$ cat config.mk
export PLATFORM = sky130hd
export DESIGN_NAME = uart_rx_deserializer
export DESIGN_NICKNAME = d
export VERILOG_FILES = /design/src/rtl/uart_pkg.sv /design/src/rtl/uart_rx_deserializer_bit_sync.sv /design/src/rtl/uart_rx_deserializer.sv
export SDC_FILE = /design/constraint.sdc
export NUM_CORES = 1
export LEC_CHECK = 0
export CAP_MARGIN = 25
export CORE_UTILIZATION = 50
export CTS_CLUSTER_SIZE = 28
export DETAILED_ROUTE_END_ITERATION = 12
export PLACE_DENSITY = 0.7
export RECOVER_POWER = 50
export SLEW_MARGIN = 20
export SYNTH_ARGS = -nofsm -noshare
export SYNTH_HDL_FRONTEND = slang
export SYNTH_SLANG_ARGS = --single-unit
$ cat constraint.sdc
create_clock -name clk -period 3.9 [get_ports clk]
set_input_delay 0.39 -clock clk [delete_from_list [all_inputs] [get_ports clk]]
set_output_delay 0.39 -clock clk [all_outputs]
set_load 0.01 [all_outputs]
$ cat src/rtl/uart_pkg.sv
//==============================================================================
// Module      : uart_pkg
// Description : Shared UART definitions: receiver state encoding, frame
//               constants and the baud divisor helper (also used by TX).
// Revision    : 1.0 - initial release
//==============================================================================
`default_nettype none

package uart_pkg;

    localparam int DATA_BITS = 8;
    localparam logic IDLE_LEVEL = 1'b1;

    typedef enum logic [1:0] {
        IDLE  = 2'd0,
        START = 2'd1,
        DATA  = 2'd2,
        STOP  = 2'd3
    } rx_state_e;

    // Clock cycles per serial symbol; truncating division is intentional.
    function automatic int symbol_ticks(input int freq, input int baud);
        return freq / baud;
    endfunction

endpackage

`default_nettype wire

$ cat src/rtl/uart_rx_deserializer_bit_sync.sv
//==============================================================================
// Module      : bit_sync
// Description : Two-flop synchroniser for a single asynchronous input, with a
//               configurable reset value so an idle line reads correctly.
// Revision    : 1.0 - initial release
//==============================================================================
`default_nettype none

module bit_sync #(
    parameter logic RESET_VAL = 1'b0
) (
    input  logic clk,
    input  logic rst,
    input  logic i_async,
    output logic o_sync
);

    logic r_meta;
    logic r_sync;

    always_ff @(posedge clk) begin
        if (rst) begin
            r_meta <= RESET_VAL;
            r_sync <= RESET_VAL;
        end else begin
            r_meta <= i_async;
            r_sync <= r_meta;
        end
    end

    assign o_sync = r_sync;

endmodule

`default_nettype wire

$ cat src/rtl/uart_rx_deserializer.sv
//==============================================================================
// Module      : uart_rx_deserializer
// Description : 8N1 UART receiver with start-glitch rejection, mid-bit
//               sampling, stop-bit check and a one-byte valid/ready holding
//               register. Optional macro UART_RX_FRAMING_ERR_EN adds a
//               framing_error pulse output.
// Revision    : 1.0 - initial release
//==============================================================================
`default_nettype none

module uart_rx_deserializer
    import uart_pkg::*;
#(
    parameter int CLOCK_FREQ = 50_000_000,
    parameter int BAUD_RATE  = 115_200
) (
    input  logic       clk,
    input  logic       rst,
    input  logic       serial_in,
    output logic [7:0] data_out,
    output logic       data_out_valid,
    input  logic       data_out_ready,
    output logic       overrun
`ifdef UART_RX_FRAMING_ERR_EN
    ,
    output logic       framing_error
`endif
);

    localparam int SYMBOL_TICKS = symbol_ticks(CLOCK_FREQ, BAUD_RATE);
    localparam int SAMPLE_TICKS = SYMBOL_TICKS / 2;
    localparam int CNT_W        = $clog2(SYMBOL_TICKS + 1);

    localparam logic [CNT_W-1:0] c_symbol_last = CNT_W'(SYMBOL_TICKS - 1);
    localparam logic [CNT_W-1:0] c_sample_last = CNT_W'(SAMPLE_TICKS - 1);
    localparam logic [CNT_W-1:0] c_bit_last    = CNT_W'(DATA_BITS - 1);

    generate
        if (SYMBOL_TICKS < 4) begin : g_param_check
            $error("uart_rx_deserializer: CLOCK_FREQ/BAUD_RATE must be >= 4");
        end
    endgenerate

    logic                 w_rx;
    rx_state_e            r_state;
    logic [CNT_W-1:0]     r_tick_cnt;
    logic [CNT_W-1:0]     r_bit_cnt;
    logic [DATA_BITS-1:0] r_shift;
    logic [DATA_BITS-1:0] r_data;
    logic                 r_valid;
    logic                 r_overrun;
    logic                 r_framing_error;

    bit_sync #(
        .RESET_VAL (IDLE_LEVEL)
    ) u_rx_sync (
        .clk     (clk),
        .rst     (rst),
        .i_async (serial_in),
        .o_sync  (w_rx)
    );

    always_ff @(posedge clk) begin
        if (rst) begin
            r_state         <= IDLE;
            r_tick_cnt      <= '0;
            r_bit_cnt       <= '0;
            r_shift         <= '0;
            r_data          <= '0;
            r_valid         <= 1'b0;
            r_overrun       <= 1'b0;
            r_framing_error <= 1'b0;
        end else begin
            r_overrun       <= 1'b0;
            r_framing_error <= 1'b0;

            // Consumer drain; a byte landing this same cycle overrides below.
            if (r_valid && data_out_ready) begin
                r_valid <= 1'b0;
            end

            case (r_state)
                IDLE: begin
                    if (w_rx != IDLE_LEVEL) begin
                        r_state    <= START;
                        r_tick_cnt <= '0;
                    end
                end

                START: begin
                    if (r_tick_cnt == c_sample_last) begin
                        r_tick_cnt <= '0;
                        r_bit_cnt  <= '0;
                        r_state    <= (w_rx == IDLE_LEVEL) ? IDLE : DATA;
                    end else begin
                        r_tick_cnt <= r_tick_cnt + 1'b1;
                    end
                end

                DATA: begin
                    if (r_tick_cnt == c_symbol_last) begin
                        r_tick_cnt <= '0;
                        // LSB arrives first, so shift in from the top.
                        r_shift    <= {w_rx, r_shift[DATA_BITS-1:1]};
                        if (r_bit_cnt == c_bit_last) begin
                            r_state <= STOP;
                        end else begin
                            r_bit_cnt <= r_bit_cnt + 1'b1;
                        end
                    end else begin
                        r_tick_cnt <= r_tick_cnt + 1'b1;
                    end
                end

                STOP: begin
                    if (r_tick_cnt == c_symbol_last) begin
                        r_tick_cnt <= '0;
                        // Return to IDLE at mid-stop so the next start edge
                        // is caught half a bit early.
                        r_state    <= IDLE;
                        if (w_rx == IDLE_LEVEL) begin
                            if (!r_valid || data_out_ready) begin
                                r_data  <= r_shift;
                                r_valid <= 1'b1;
                            end else begin
                                r_overrun <= 1'b1;
                            end
                        end else begin
                            r_framing_error <= 1'b1;
                        end
                    end else begin
                        r_tick_cnt <= r_tick_cnt + 1'b1;
                    end
                end

                default: begin
                    r_state    <= IDLE;
                    r_tick_cnt <= '0;
                end
            endcase
        end
    end

    assign data_out       = r_data;
    assign data_out_valid = r_valid;
    assign overrun        = r_overrun;

`ifdef UART_RX_FRAMING_ERR_EN
    assign framing_error  = r_framing_error;
`else
    logic w_unused_framing;
    assign w_unused_framing = r_framing_error;
`endif

endmodule

`default_nettype wire

# Word-level counts from Yosys, hierarchy flattened
# Index checks and enable logic that the tools add are counted.
[totals] latch_bits=0 memories=0 romBits=0 ram_bits=0 in_bits=4 ff_bits=40 elab_cells=58
[classes] order_cmp=0 addsub=2 n_mul=0 eq_ne=12 n_bitwise=3 reduce_logical=11 n_div=0 shift=0 mux=21
[op_table] op="9-bit 2-to-1 mux" count=6
[op_table] op="9-bit one-hot mux with 3 select lines" count=1
[op_table] op="9-bit by 1-bit adder with 9-bit output, second input constant" count=2
[op_table] op="9-bit one-hot mux with 2 select lines" count=1
[op_table] op="2-bit 2-to-1 mux" count=6
[op_table] op="2-bit inequality test, second input constant" count=6
[op_table] op="9-bit by 3-bit == test with 1-bit output, second input constant" count=1
[op_table] op="9-bit by 8-bit == test with 1-bit output, second input constant" count=1
[op_table] op="9-bit == test, second input constant" count=1
[op_table] op="2-bit one-hot mux with 4 select lines" count=1
[op_table] op="4-bit AND reduction" count=2
[op_table] op="1-bit 2-to-1 mux" count=6
[op_table] op="5-bit AND reduction" count=1
[op_table] op="2-bit == test, second input constant" count=2
[op_table] op="4-bit OR reduction" count=1
[op_table] op="1-bit inverter" count=3
[op_table] op="2-bit by 1-bit == test with 1-bit output, second input constant" count=1
[op_table] op="2-bit logical NOT" count=1
[op_table] op="2-bit AND reduction" count=1
[op_table] op="2-bit nonzero test" count=1
[op_table] op="2-bit OR reduction" count=1
[op_table] op="1-bit logical AND" count=1
[op_table] op="1-bit logical NOT" count=1
[op_table] op="1-bit logical OR" count=1

# Longest topological paths before layout
[logic_depth] ltp_word=6 depth_mapped=8

# Modules after synthesis
# A second synthesis with hierarchy kept.
[unflattened] cells_unflattened=204 hier_area_um2=1831.8
[by_module_without_submodules] mod="uart_rx_deserializer" area_each_um2=1779.2 n_inst=1 seq_area_each_um2=760.7 cells_per_inst=200
[by_module_without_submodules] mod="bit_sync" area_each_um2=52.6 n_inst=1 seq_area_each_um2=40.0 cells_per_inst=4

# Worst setup path after synthesis
# OpenSTA, ideal clock, no wires.
[synth_path] kind="register to register" startpoint="register r_tick_cnt[6]" endpoint="register r_data[0], in the netlist data_out[0]" synth_period_minus_slack_ps=1968 stages_incl_launch_ff=7 arrival_ps=1840 setup_time_ps=128 path_buffers=1 slack_ps=1932 cell_sequence="dfxtp_1 or4b_4 or3_4 nor2b_1 buf_4 mux2i_1 nor2_1"
[synth_via] elab_chain_cells=2
[synth_lines] item="from (decl)" line="uart_rx_deserializer.sv:46" source="logic [CNT_W-1:0] r_tick_cnt;"
[synth_lines] item="from (signal assigned)" line="uart_rx_deserializer.sv:96" source="r_tick_cnt <= r_tick_cnt + 1'b1;"
[synth_lines] item="from (signal assigned)" line="uart_rx_deserializer.sv:111" source="r_tick_cnt <= r_tick_cnt + 1'b1;"
[synth_lines] item="from (signal assigned)" line="uart_rx_deserializer.sv:132" source="r_tick_cnt <= r_tick_cnt + 1'b1;"
[synth_lines] item="9-bit == test" line="uart_rx_deserializer.sv:116" source="if (r_tick_cnt == c_symbol_last) begin"
[synth_lines] item="4-bit AND reduction (no line)"
[synth_lines] item="to (signal assigned)" line="uart_rx_deserializer.sv:123" source="r_data <= r_shift;"
[synth_lines] item="to (decl)" line="uart_rx_deserializer.sv:49" source="logic [DATA_BITS-1:0] r_data;"
# Every way passes these cells.
# A chain may end at the register's enable or synchronous reset.

# Final worst setup path
[layout_path] startpoint="register r_tick_cnt[6]" endpoint="register r_state[0]"
[layout_via] elab_chain_cells=3 elab_cells_between_ends=6 cone_classes="5 x eq/ne; 1 x reduce/logical"
[layout_lines] item="9-bit == test / 9-bit by 8-bit == test with 1-bit output (equally long branches)" line="uart_rx_deserializer.sv:101, uart_rx_deserializer.sv:116, uart_rx_deserializer.sv:91"
[layout_lines] item="2-bit inequality test (no line)"
[layout_lines] item="5-bit AND reduction (no line) *"
[layout_lines] item="to (signal assigned)" line="uart_rx_deserializer.sv:94" source="r_state <= (w_rx == IDLE_LEVEL) ? IDLE : DATA;"
[layout_lines] item="to (decl)" line="uart_rx_deserializer.sv:45" source="rx_state_e r_state;"
# Mark *: on every way between the ends. The rest lies on a longest branch, timed or not.

==> impl_metrics.toml <==
[outcome]
status = "completed"

[global_route]
grt_antenna_before_repair = 0
grt_pass1_wl_mm = 6.26
grt_pass1_vias = 1398
grtUsageTotal_pct = 20.3
grt_overflow = 0
grt_max_degree = 28

[clock_network]
clkSinkCount = 40
h-tree-depth = 2
clkTransAtPathRegs_ps = 80
post_cts_buffers = 0
cts_tree = "done"
cts_buffers = 5
insertion_delay_ps = 290
root_buffer = "clkbuf_8"
ctsHoldBuffers = 0
cts_resized = 0
ctsLongestPathBuffers = 2

[setup_path]
path_cells = "or4b_4 > o21ai_0 > nand2_1 > or4_1 > a21oi_1"
cp-start-kind = "register"
required_ps = 4120
crit_fanout = 15
cp_num_buf_inv = 0
r2r_setup_slack_ps = 1150
crit_slowest_cell = "or4_1"
cp-end-kind = "register"
critPathTopFamily = "simple AND/OR/NAND/NOR gates"
criticalPathCategory = "reg2reg"
max_stage_delay_ps = 620
cp_data_arrival_time_ps = 2970

[final_layout]
num-nets-final = 220
ff_latch_area_um2 = 801
syn_to_final_growth_pct = 12.6
multiInputGateArea_um2 = 958
stdcell_count = 259
diodes = 0
num-fill-cells = 304
layout-drive-gt1-share_pct = 7.51

[placement]
hpwl_mm = 2.53
place.gp.congestion = 0.868
dp.cells = 250
numPortBuffers = 13

[sta]
finalCriticalPeriod_ps = 2750
clock.fmax_ghz = 0.363
skew_ps = 10.1
setup_tns_ps = 0
slew_headroom_pct = 30.8
post-route-period-util_pct = 70.6
tightest_slew_ps = 1040
finalSetupViolations = 0
drv_slew = 0
final-hold-violation-count = 0
rsz0062_at_grt = "no"

[route]
drtAntennaViolNets = 0
wl_per_cell_um = 14.2
wl_mm = 3.67
drt_iter0_markers = 97
dr.pass1.iters = 4
drc = 0
dr_total_vias = 1507
vias_per_cell = 5.82

[logic_synthesis]
ys_async_sr_fraction_pct = 0
synthFlopType = "dfxtp_1"
synth_edf_count = 0
synth-seq-cells = 40
syn-cell-area_um2 = 1840
synth.area.top_cells = "dfxtp_1 (43%), mux2i_1 (10%), nor2_1 (5.3%)"
yosysTopAreaCellShare_pct = 43.5
yosysSeqAreaShare_pct = 43.5
netlist_instances = 199
ys_types = 43
synth.largest_area_cell = "dfxtp_1"
syn-num-nets = 207
ys_warn_count = 0
syn_avg_cell_area_um2 = 9.26

[pwr]
p_seq_share_pct = 52.3
ir_worst_vdd_mv = 0.222
p_sw_share_pct = 27.8
comb_power_share_pct = 13.1
p_int_uw = 591
power_uw = 818
power_switching_uw = 227
power_density_nw_per_um2 = 394
clockPowerShare_pct = 34.6
leakagePower_nw = 0.733

[hold_path]
hold_class = "reg2reg"

[die]
dieArea_um2 = 3930
start_util_pct = 53.5
core_area_um2 = 3440
die_h_um = 62.7
io_pins = 14
fp.dieW_um = 62.7
fp-row-count = 21

[flow_run]
maxCapViolCount = 0
-- worst paths after layout --
path / start / to / cells after the start
worst max-delay path: r_tick_cnt[6] / r_state[0] / 5
worst min-delay path: u_rx_sync.r_meta / u_rx_sync.o_sync / 1
worst max register to register: r_tick_cnt[6] / r_state[0] / 5
worst min register to register: u_rx_sync.r_meta / u_rx_sync.o_sync / 1
-- power by group through the flow --
stage	Sequential, mW	Combinational (mW)	Clock (mW)
finish	0.427	0.107	0.283
global route	0.429	0.122	0.307
CTS	0.427	0.110	0.289
detailed placement	0.437	0.110	0
global placement	0.437	0.104	0
floorplan	0.434	0.0876	0
-- Yosys cell counts, types with 2 or more instances --
cell	n
dfxtp_1	40
nor2_1	26
mux2i_1	19
a21oi_1	13
nand2_1	10
nand3_1	7
or4_1	7
a311oi_1	6
inv_1	6
clkbuf_1	5
nand2b_1	5
ha_1	4
nor3_1	4
o21ai_1	4
o31ai_1	4
and3_1	3
buf_2	3
a22oi_1	2
a41oi_1	2
and2_1	2
nand4_1	2
nor4_1	2
o21ai_0	2
or2_2	2
-- logic make-up after synthesis --
kind of cell    after synthesis  synth area share, %
xor+xnor                      1                0.476
simple gates                 78                 23.6
mux                          19                 10.3
flops                        40                 43.5
compound gates               42                 15.9
buf+inv                      15                 3.46
fa+ha+maj                     4                 2.72
-- layer usage --
| metal | part of all wire (%) | up-vias | wire, um | GRT usage, % |
|---|---|---|---|---|
| li1 | - | 752 | - | - |
| met1 | 49 | 716 | 1790 | 25.6 |
| met2 | 46 | 37 | 1690 | 32.6 |
| met3 | 4.7 | 2 | 171 | 6.75 |
| met4 | 0.49 | 0 | 18 | 6.40 |
| met5 | 0 | - | 0 | 0 |
-- registers in the layout, indices dropped and copies added (netlist names), named ones only --
signal and count:
r_bit_cnt 9, r_shift 8, overrun 1, r_tick_cnt 9, u_rx_sync.o_sync 1, u_rx_sync.r_meta 1
data_out 8, data_out_valid 1, r_state 1
-- through the flow --
stage / util (%) / hold WS, ps / setup WS (ps) / area (um^2)
CTS: 60.7 / 414 / 1230 / 2090
detailed placement: 58.0 / 396 / 1330 / 2000
floorplan: - / 389 / 1930 / 1840
global route: 60.2 / 438 / 1010 / 2070
finish: 60.2 / 411 / 1150 / 2070
global placement: 58.0 / 396 / 1430 / 2000
-- layout make-up --
| cell class | instances | area share, % |
|---|---|---|
| multi-input cells | 144 | 46.2 |
| flip-flops and latches | 40 | 38.6 |
| well taps | 46 | 2.78 |
| clock buffers | 6 | 3.98 |
| repair buffers | 15 | 6.82 |
| clock inverters | 2 | 0.483 |
| inverters | 6 | 1.09 |
-- layout by cell type (no fill, tap or decap), drive strengths merged, types with 2 or more instances in the layout --
cell and n:
clkdlybuf4s50 2, and2 2, a21oi 13, clkbuf 7, or4 7, o31ai 4, nand2 11, clkinv 2
a41oi 2, a311oi 6, mux2i 19, or2 2, nand3 7, nor2 26, inv 6, ha 4
nor3 5, dlygate4sd3 11, a22oi 2, and3 3, o21ai 7, nor4 2, nand4 2, dfxtp 40
nand2b 5
Power figures use the tool's default switching activity.
